[config.mk]
export PLATFORM = sky130hd
export DESIGN_NAME = pipe_stage_skid
export DESIGN_NICKNAME = d
export VERILOG_FILES = /design/src/rtl/pipe_pkg.sv /design/src/rtl/pipe_slot.sv /design/src/rtl/pipe_stage_skid.sv
export SDC_FILE = /design/constraint.sdc
export NUM_CORES = 1
export LEC_CHECK = 0
export CORE_MARGIN = 2
export CORE_UTILIZATION = 51
export DETAILED_ROUTE_END_ITERATION = 6
export PLACE_DENSITY = 0.8
export SYNTH_ARGS = -nofsm -noshare
export SYNTH_HDL_FRONTEND = slang
export SYNTH_HIERARCHICAL = 1
export SYNTH_SLANG_ARGS = --single-unit
[constraint.sdc]
create_clock -name clk -period 2.41 [get_ports clk]
set_input_delay 0.482 -clock clk [delete_from_list [all_inputs] [get_ports clk]]
set_output_delay 0.482 -clock clk [all_outputs]
set_load 0.005 [all_outputs]
[src/rtl/pipe_pkg.sv]
// Shared types and constants for the handshaked pipeline-stage register.
//   state_e   : occupancy state of a pipe_stage_skid instance
//   CTRL_*    : bit offsets of the EX/MEM control vector fields
//   occ_of()  : entry count held in a given state
package pipe_pkg;

    localparam int unsigned DATA_W_DEF = 32;
    localparam int unsigned CTRL_W_DEF = 8;
    localparam int unsigned OCC_W      = 2;

    // EX/MEM control vector layout
    localparam int unsigned CTRL_REGWRT     = 0;
    localparam int unsigned CTRL_MEMWRT     = 1;
    localparam int unsigned CTRL_READ       = 2;
    localparam int unsigned CTRL_RSLTSRC_LO = 3;
    localparam int unsigned CTRL_RSLTSRC_HI = 4;
    localparam int unsigned CTRL_FUNCT3_LO  = 5;
    localparam int unsigned CTRL_FUNCT3_HI  = 7;

    typedef enum logic [1:0] {
        ST_EMPTY = 2'd0,
        ST_FULL  = 2'd1,
        ST_SKID  = 2'd2
    } state_e;

    // Number of entries held in a given state
    function automatic logic [OCC_W-1:0] occ_of(input state_e s);
        case (s)
            ST_FULL: occ_of = OCC_W'(1);
            ST_SKID: occ_of = OCC_W'(2);
            default: occ_of = OCC_W'(0);
        endcase
    endfunction

endpackage

[src/rtl/pipe_slot.sv]
// One pipeline entry: valid + ctrl + data.
//   load_i  : capture ctrl_i/data_i and mark valid
//   clear_i : invalidate and zero ctrl (data held); wins over load_i
//   valid_o/ctrl_o/data_o : registered entry contents
module pipe_slot
    import pipe_pkg::*;
#(
    parameter int unsigned DATA_W = DATA_W_DEF,
    parameter int unsigned CTRL_W = CTRL_W_DEF
) (
    input  logic              clk,
    input  logic              rst_n,
    input  logic              load_i,
    input  logic              clear_i,
    input  logic [CTRL_W-1:0] ctrl_i,
    input  logic [DATA_W-1:0] data_i,
    output logic              valid_o,
    output logic [CTRL_W-1:0] ctrl_o,
    output logic [DATA_W-1:0] data_o
);

    logic              valid_q;
    logic [CTRL_W-1:0] ctrl_q;
    logic [DATA_W-1:0] data_q;

    // Entry register; ctrl is zeroed whenever the entry goes invalid
    always_ff @(posedge clk) begin
        if (!rst_n) begin
            valid_q <= 1'b0;
            ctrl_q  <= '0;
            data_q  <= '0;
        end else if (clear_i) begin
            valid_q <= 1'b0;
            ctrl_q  <= '0;
        end else if (load_i) begin
            valid_q <= 1'b1;
            ctrl_q  <= ctrl_i;
            data_q  <= data_i;
        end
    end

    assign valid_o = valid_q;
    assign ctrl_o  = ctrl_q;
    assign data_o  = data_q;

endmodule

[src/rtl/pipe_stage_skid.sv]
// Handshaked pipeline-stage register with flush and optional skid entry.
//   in_valid/in_ready/in_ctrl/in_data     : upstream handshake + payload
//   flush                                 : drop held and incoming content
//   out_valid/out_ready/out_ctrl/out_data : downstream handshake + payload
//   occ                                   : entries held (0..2)
// SKID=1 registers in_ready so a downstream stall never reaches upstream
// combinationally; SKID=0 is a single register with combinational in_ready.
module pipe_stage_skid
    import pipe_pkg::*;
#(
    parameter int unsigned DATA_W = DATA_W_DEF,
    parameter int unsigned CTRL_W = CTRL_W_DEF,
    parameter int unsigned SKID   = 1
) (
    input  logic              clk,
    input  logic              rst_n,
    input  logic              in_valid,
    output logic              in_ready,
    input  logic [CTRL_W-1:0] in_ctrl,
    input  logic [DATA_W-1:0] in_data,
    input  logic              flush,
    output logic              out_valid,
    input  logic              out_ready,
    output logic [CTRL_W-1:0] out_ctrl,
    output logic [DATA_W-1:0] out_data,
    output logic [OCC_W-1:0]  occ
);

    state_e             state_q, state_d;
    logic [OCC_W-1:0]   occ_q;
    logic               in_xfer;
    logic               main_load, main_clear, main_sel_skid;
    logic               skid_load, skid_clear;
    logic               skid_valid;
    logic [CTRL_W-1:0]  skid_ctrl;
    logic [DATA_W-1:0]  skid_data;
    logic [CTRL_W-1:0]  main_ctrl_in;
    logic [DATA_W-1:0]  main_data_in;

    assign in_xfer = in_valid & in_ready;

    // Next-state and slot control
    always_comb begin
        state_d       = state_q;
        main_load     = 1'b0;
        main_clear    = 1'b0;
        main_sel_skid = 1'b0;
        skid_load     = 1'b0;
        skid_clear    = 1'b0;
        if (flush) begin
            state_d    = ST_EMPTY;
            main_clear = 1'b1;
            skid_clear = 1'b1;
        end else begin
            case (state_q)
                ST_EMPTY: begin
                    if (in_xfer) begin
                        main_load = 1'b1;
                        state_d   = ST_FULL;
                    end
                end
                ST_FULL: begin
                    if (out_ready) begin
                        if (in_xfer) begin
                            main_load = 1'b1;
                        end else begin
                            main_clear = 1'b1;
                            state_d    = ST_EMPTY;
                        end
                    end else if (in_xfer && (SKID == 1)) begin
                        skid_load = 1'b1;
                        state_d   = ST_SKID;
                    end
                end
                ST_SKID: begin
                    // in_ready is low here, so the skid entry is the only source
                    if (out_ready) begin
                        main_load     = 1'b1;
                        main_sel_skid = 1'b1;
                        skid_clear    = 1'b1;
                        state_d       = ST_FULL;
                    end
                end
                default: state_d = ST_EMPTY;
            endcase
        end
    end

    // State and occupancy registers
    always_ff @(posedge clk) begin
        if (!rst_n) begin
            state_q <= ST_EMPTY;
            occ_q   <= '0;
        end else begin
            state_q <= state_d;
            occ_q   <= occ_of(state_d);
        end
    end

    assign main_ctrl_in = main_sel_skid ? (skid_valid ? skid_ctrl : '0) : in_ctrl;
    assign main_data_in = main_sel_skid ? skid_data : in_data;

    pipe_slot #(.DATA_W(DATA_W), .CTRL_W(CTRL_W)) u_main (
        .clk     (clk),
        .rst_n   (rst_n),
        .load_i  (main_load),
        .clear_i (main_clear),
        .ctrl_i  (main_ctrl_in),
        .data_i  (main_data_in),
        .valid_o (out_valid),
        .ctrl_o  (out_ctrl),
        .data_o  (out_data)
    );

    generate
        if (SKID == 1) begin : g_skid
            logic in_ready_q;

            pipe_slot #(.DATA_W(DATA_W), .CTRL_W(CTRL_W)) u_skid (
                .clk     (clk),
                .rst_n   (rst_n),
                .load_i  (skid_load),
                .clear_i (skid_clear),
                .ctrl_i  (in_ctrl),
                .data_i  (in_data),
                .valid_o (skid_valid),
                .ctrl_o  (skid_ctrl),
                .data_o  (skid_data)
            );

            // Registered ready: low only while both entries are occupied
            always_ff @(posedge clk) begin
                if (!rst_n) begin
                    in_ready_q <= 1'b1;
                end else begin
                    in_ready_q <= (state_d != ST_SKID);
                end
            end

            assign in_ready = in_ready_q;
        end else begin : g_noskid
            assign skid_valid = 1'b0;
            assign skid_ctrl  = '0;
            assign skid_data  = '0;
            assign in_ready   = ~out_valid | out_ready;
        end
    endgenerate

    assign occ = occ_q;

endmodule

# --- Yosys cells after proc, flatten, opt, wreduce, memory -nomap -nowiden ---
# Cells that the tools add are included.
# W data, S select, Z words.
op_classes:
  n_addsub: 0
  mul: 0
  n_div: 0
  order_cmp: 0
  n_eq_ne: 5
  shifts: 0
  n_mux: 26
  bitwise_logic: 4
  reduce_logical: 5
op_table:
  columns: ["cell", "count"]
  rows:
  - ["$mux W32", 1]
  - ["$mux W8", 2]
  - ["$mux W1", 14]
  - ["$mux W2", 6]
  - ["$pmux W2 S3", 1]
  - ["$eq A2 B1 Y1 const B", 2]
  - ["$eq A2 B2 Y1 const B", 2]
  - ["$pmux W2 S2", 1]
  - ["$reduce_and A2 Y1", 2]
  - ["$reduce_or A2 Y1", 2]
  - ["$not A1 Y1", 3]
  - ["$pmux W1 S3", 1]
  - ["$logic_not A2 Y1", 1]
  - ["$ne A2 B2 Y1 const B", 1]
  - ["$and A1 B1 Y1", 1]
totals:
  regBits: 87
  latchBits: 0
  ramBits: 0
  rom_bits: 0
  in_bits: 45
  output_inout_bits: 44
  word_cells: 49
  n_memories: 0

# --- Logic depth before layout (Yosys ltp) ---
logic_depth:
  word_depth: 7
  ltp_mapped: 8
  mapped_depth_nobuf: 5

# --- Modules after synthesis ---
# Netlist, hierarchy kept.
modules_own_cells:
  columns: ["module", "instances", "cells_each", "area_each_um2", "seq_area_each_um2"]
  rows:
  - ["pipe_slot", 2, 170, 1672.9, 820.8]
  - ["pipe_stage_skid", 1, 87, 748.2, 100.1]

# --- Least setup slack after synthesis ---
# Ideal clock, no wire load.
synth_timing:
  path_type: "input-to-reg"
  start: "input in_valid"
  end: "register u_main.data_q[10] (netlist: u_main/data_o[10])"
  setup_ns: 0.072
  arrival_time_ns: 1.802
  required_ns: 2.338
  path_slack_ns: 0.536
  stages: 8
  n_path_buf: 3
  cell_sequence: "nand2_1 > or3_1 > a21oi_1 > buf_6 > nor2b_4 > buf_6 > buf_12 > mux2i_1"
synth_between:
  elab_cells_between_ends: 11
  classes_between: "8 x mux; 2 x bitwise; 1 x reduce/logical"
synth_rtl:
  columns: ["element", "line", "source"]
  rows:
  - ["start: declaration", "pipe_stage_skid.sv:17", "input logic in_valid,"]
  - ["$and A1 B1 Y1 (*)", "pipe_stage_skid.sv:40", "assign in_xfer = in_valid & in_ready;"]
  - ["$mux W1 (*)", "pipe_stage_skid.sv:57, pipe_stage_skid.sv:64", null]
  - ["$mux W1", "pipe_stage_skid.sv:63", "if (out_ready) begin"]
  - ["$pmux W1 S3 (*)", "pipe_stage_skid.sv:55", "case (state_q)"]
  - ["$mux W1 (*)", "pipe_stage_skid.sv:50", "if (flush) begin"]
  - ["net main_load", "pipe_stage_skid.sv:32", "logic main_load, main_clear, main_sel_skid;"]
  - ["$reduce_and A2 Y1 (no line) (*)", null, null]
  - ["end signal: assignment", "pipe_slot.sv:38", "data_q <= data_i;"]
  - ["end: declaration", "pipe_slot.sv:24", "logic [DATA_W-1:0] data_q;"]
# The timed path passes the listed nets; every way through them passes the cells marked *.
# A chain may end at the register's enable or synchronous reset.

# --- Worst setup path after layout ---
layout_timing:
  start: "input in_valid"
  end: "register u_main.data_q[19] (netlist: u_main/data_o[19])"
# Same word-level chain as after synthesis.

==> results.md <==
- Die width: 93.6 um
- Mapped Cells: roughly 430
- Final setup vio count: 0
- CP Max Fanout: 24
- Worst-margin pin slew: 0.432 ns
- Fmax: 503 MHz
- Via count: 3070
- DRC viols: 0
- I/O pin cnt: 89
- CTS tree: yes
- Core outline area: 0.00777 mm^2
- CP max-delay cell: clkdlybuf4s50_1
- Largest net degree at the start of global routing: 89
- Max Buffers Root-to-Sink: 2
- Initial antenna violation count: 0
- Mux cell area share after synthesis: 28.7%
- Switching Share: 22.8%
- Total CTS buffers: 9
- Pwr Density: 554 mW/mm^2
- Mapped Avg Cell Area: 9.59 um^2
- Dpl cells: 594
- Critical Path End Type: flip-flop
- Comb pwr share: 11.2%
- Register area share after synthesis: 42.5%
- Post-CTS Setup Inserts: 0
- Port Buffers: a little under 90
- Grt total ovfl: 0
- RSZ-0062 raised after global routing: no
- Max Slew Vio Count: 0
- Final non-filler cell total: around 600
- Status: complete, no violations
- Syn nets: around 470
- Post-synthesis simple-gate area fraction: 17.8%
- Tmin final: ~2.0 ns
- DR WL/cell: around 14 um
- First-pass detailed-route iteration total: 4
- Worst skew pair latency: around 0.34 ns
- Hold_buf cts: 0
- Die ar.: between 0.008 and 0.009 mm^2
- Share of flip-flops with an asynchronous set or reset: 0%
- Worst-path cell chain: clkdlybuf4s50_1, nand2_1, or3_1, a21oi_1, nor2b_4, buf_12, mux2i_1
- Maximum vdd drop: 0.000268 V
- Die H: 93.6 um
- Max_slew headroom: 71.2%
- Int Power: 2180 uW
- Starting Density: 52.7%
- Gr usage total: 19.4%
- Main combinational cell family by area after synthesis: multiplexers
- Post-Synth Adder-Cell Area: 0%
- Netlist Area Pre-Place: 0.00409 mm^2
- Final Hold Fails: 0
- Clock power share: 36.3%
- Layout Skew: 0.00736 ns
- Startpoint Class: input port
- EDFF count, synth: 0
- Leakage: 0.00184 uW
- Period utilization: 82.4%
- Critical Path AT: 2.26 ns
- Final Routed Wirelength: 8300 um
- Crit-path max cell delay: 0.48 ns
- Nets: about 550
- Clock sink count: a little under 90
- Hold crit path type: flip-flop to flip-flop
- Setup TNS: 0 ns
- Compound-Gate Fraction of Synth Area: 2.32%
- Vias in the first global route: roughly 3100
- Register share of total power: 52.5%
- Area grow syn2layout: 24.3%
- CP bufs+invs: 2
- DP Wirelength: 5500 um
- Ant. Diodes: 0
- Root Buffer: clkbuf_8
- CP Class: input port to flip-flop
- Post_cts resized: 0
- Drt first-iter violations: 97
- Switching power: 643 uW
- Vias/cell: between 5 and 6
- Detail Route Antenna Nets: 0
- Max-Cap Viols: 0
- First-pass GRT wire length: 13700 um
- Worst Path Required: 2.68 ns
- Yosys warning count: 6
- Row count: 32
- Top delay family on crit path: buffers and inverters
- Clock slew at reported path FFs: approximately 0.07 ns
- Most common flop cell mapped by yosys: dfxtp_1
- Final GP Congestion: 0.793
- XOR/XNOR share of the synthesized area: less than 1%
- Share of layout cells above drive strength 1: 11.8%
- Synth cell types: 28
- #FFs+latches synth: 87
- H-tree depth: 3
final timing paths:
kind,from,end,slack [ns],cells after the start
worst max register to register,state_q[0],g_skid.u_skid/data_o[24],0.60,6
worst min-delay path,g_skid.u_skid/data_o[31],g_skid.u_skid/data_o[31],0.46,2
worst max-delay path,in_valid,u_main/data_o[19],0.42,7
worst min register to register,g_skid.u_skid/data_o[31],g_skid.u_skid/data_o[31],0.46,2
through the flow:
step	instance area, um^2	setup slack (ns)	hold slack (ns)	util (%)	power [uW]
floorplan	4090	0.536	0.432	-	1690
global placement	4890	0.0950	0.440	63.0	1820
detailed placement	4890	0.0503	0.448	63.0	1830
CTS	5090	0.427	0.462	65.5	2850
global route	5090	0.328	0.480	65.5	2940
finish	5090	0.423	0.459	65.5	2820
cell type report:
class                   count  area [um^2]
repair buffers             97          996
clock buffers              12          155
multi-input cells         308         2030
clock inverters             3         42.5
fillers                   658         2680
well taps                 102          128
flip-flops and latches     87         1740
worst min-delay path: stages, from the launching register on:
cell     delay (ns)
dfxtp_1        0.31
nand2_1        0.05
mux2i_1        0.05
synthesized netlist by cell type, drive strengths merged (2+ instances only):
master          n  area share (%)
nand2         145              13
dfxtp          87              43
mux2i          80              20
mux2           32             9.2
nor2           21             1.9
buf            20             5.7
o21ai           8            0.98
dlygate4sd1     6             1.3
nand2b          5            0.76
dlymetal6s4s    4             1.2
nor2b           4            0.98
a211oi          2            0.37
clkbuf          2            0.18
o2bb2ai         2            0.43
power by group through the flow:
stage                     registers (uW)  clock network [uW]  logic, uW
after floorplan                     1510                   0        175
after global placement              1510                   0        308
after detailed placement            1510                   0        316
after CTS                           1480                1050        318
after global routing                1480                1110        345
final                               1480                1020        316
cell families after synthesis:
family / after synthesis
compound gates: 15
xor+xnor: 1
buf+inv: 32
flops: 87
mux: 112
simple gates: 180
registers in the layout, summed over array words and instances (netlist names):
| signal | count |
|---|---|
| g_skid.u_skid/data_o | 32 |
| u_main/data_o | 32 |
| g_skid.u_skid/ctrl_o | 8 |
| u_main/ctrl_o | 8 |
| occ | 2 |
| state_q | 2 |
| g_skid.u_skid/valid_o | 1 |
| in_ready | 1 |
| u_main/valid_o | 1 |
routing by layer:
metal,GRT usage (%),up-vias,share of wire (%)
li1,-,1563,-
met1,25.5,1432,47
met2,32.4,67,48
met3,2.98,8,4.1
met4,7.25,0,1.0
met5,0,-,0
cells in the final DEF, fill, tap and decap left out, types with 2 or more instances in the layout:
master / n
nand2_1: 145
dfxtp_1: 87
clkdlybuf4s50_1: 87
mux2i_1: 80
mux2_2: 28
nor2_1: 21
clkbuf_8: 11
o21ai_0: 8
buf_4: 6
nand2b_1: 5
mux2_4: 4
buf_12: 4
nor2b_1: 2
a211oi_1: 2
o2bb2ai_1: 2
nor2b_4: 2
No activity file was read; power rests on OpenSTA's default activity.
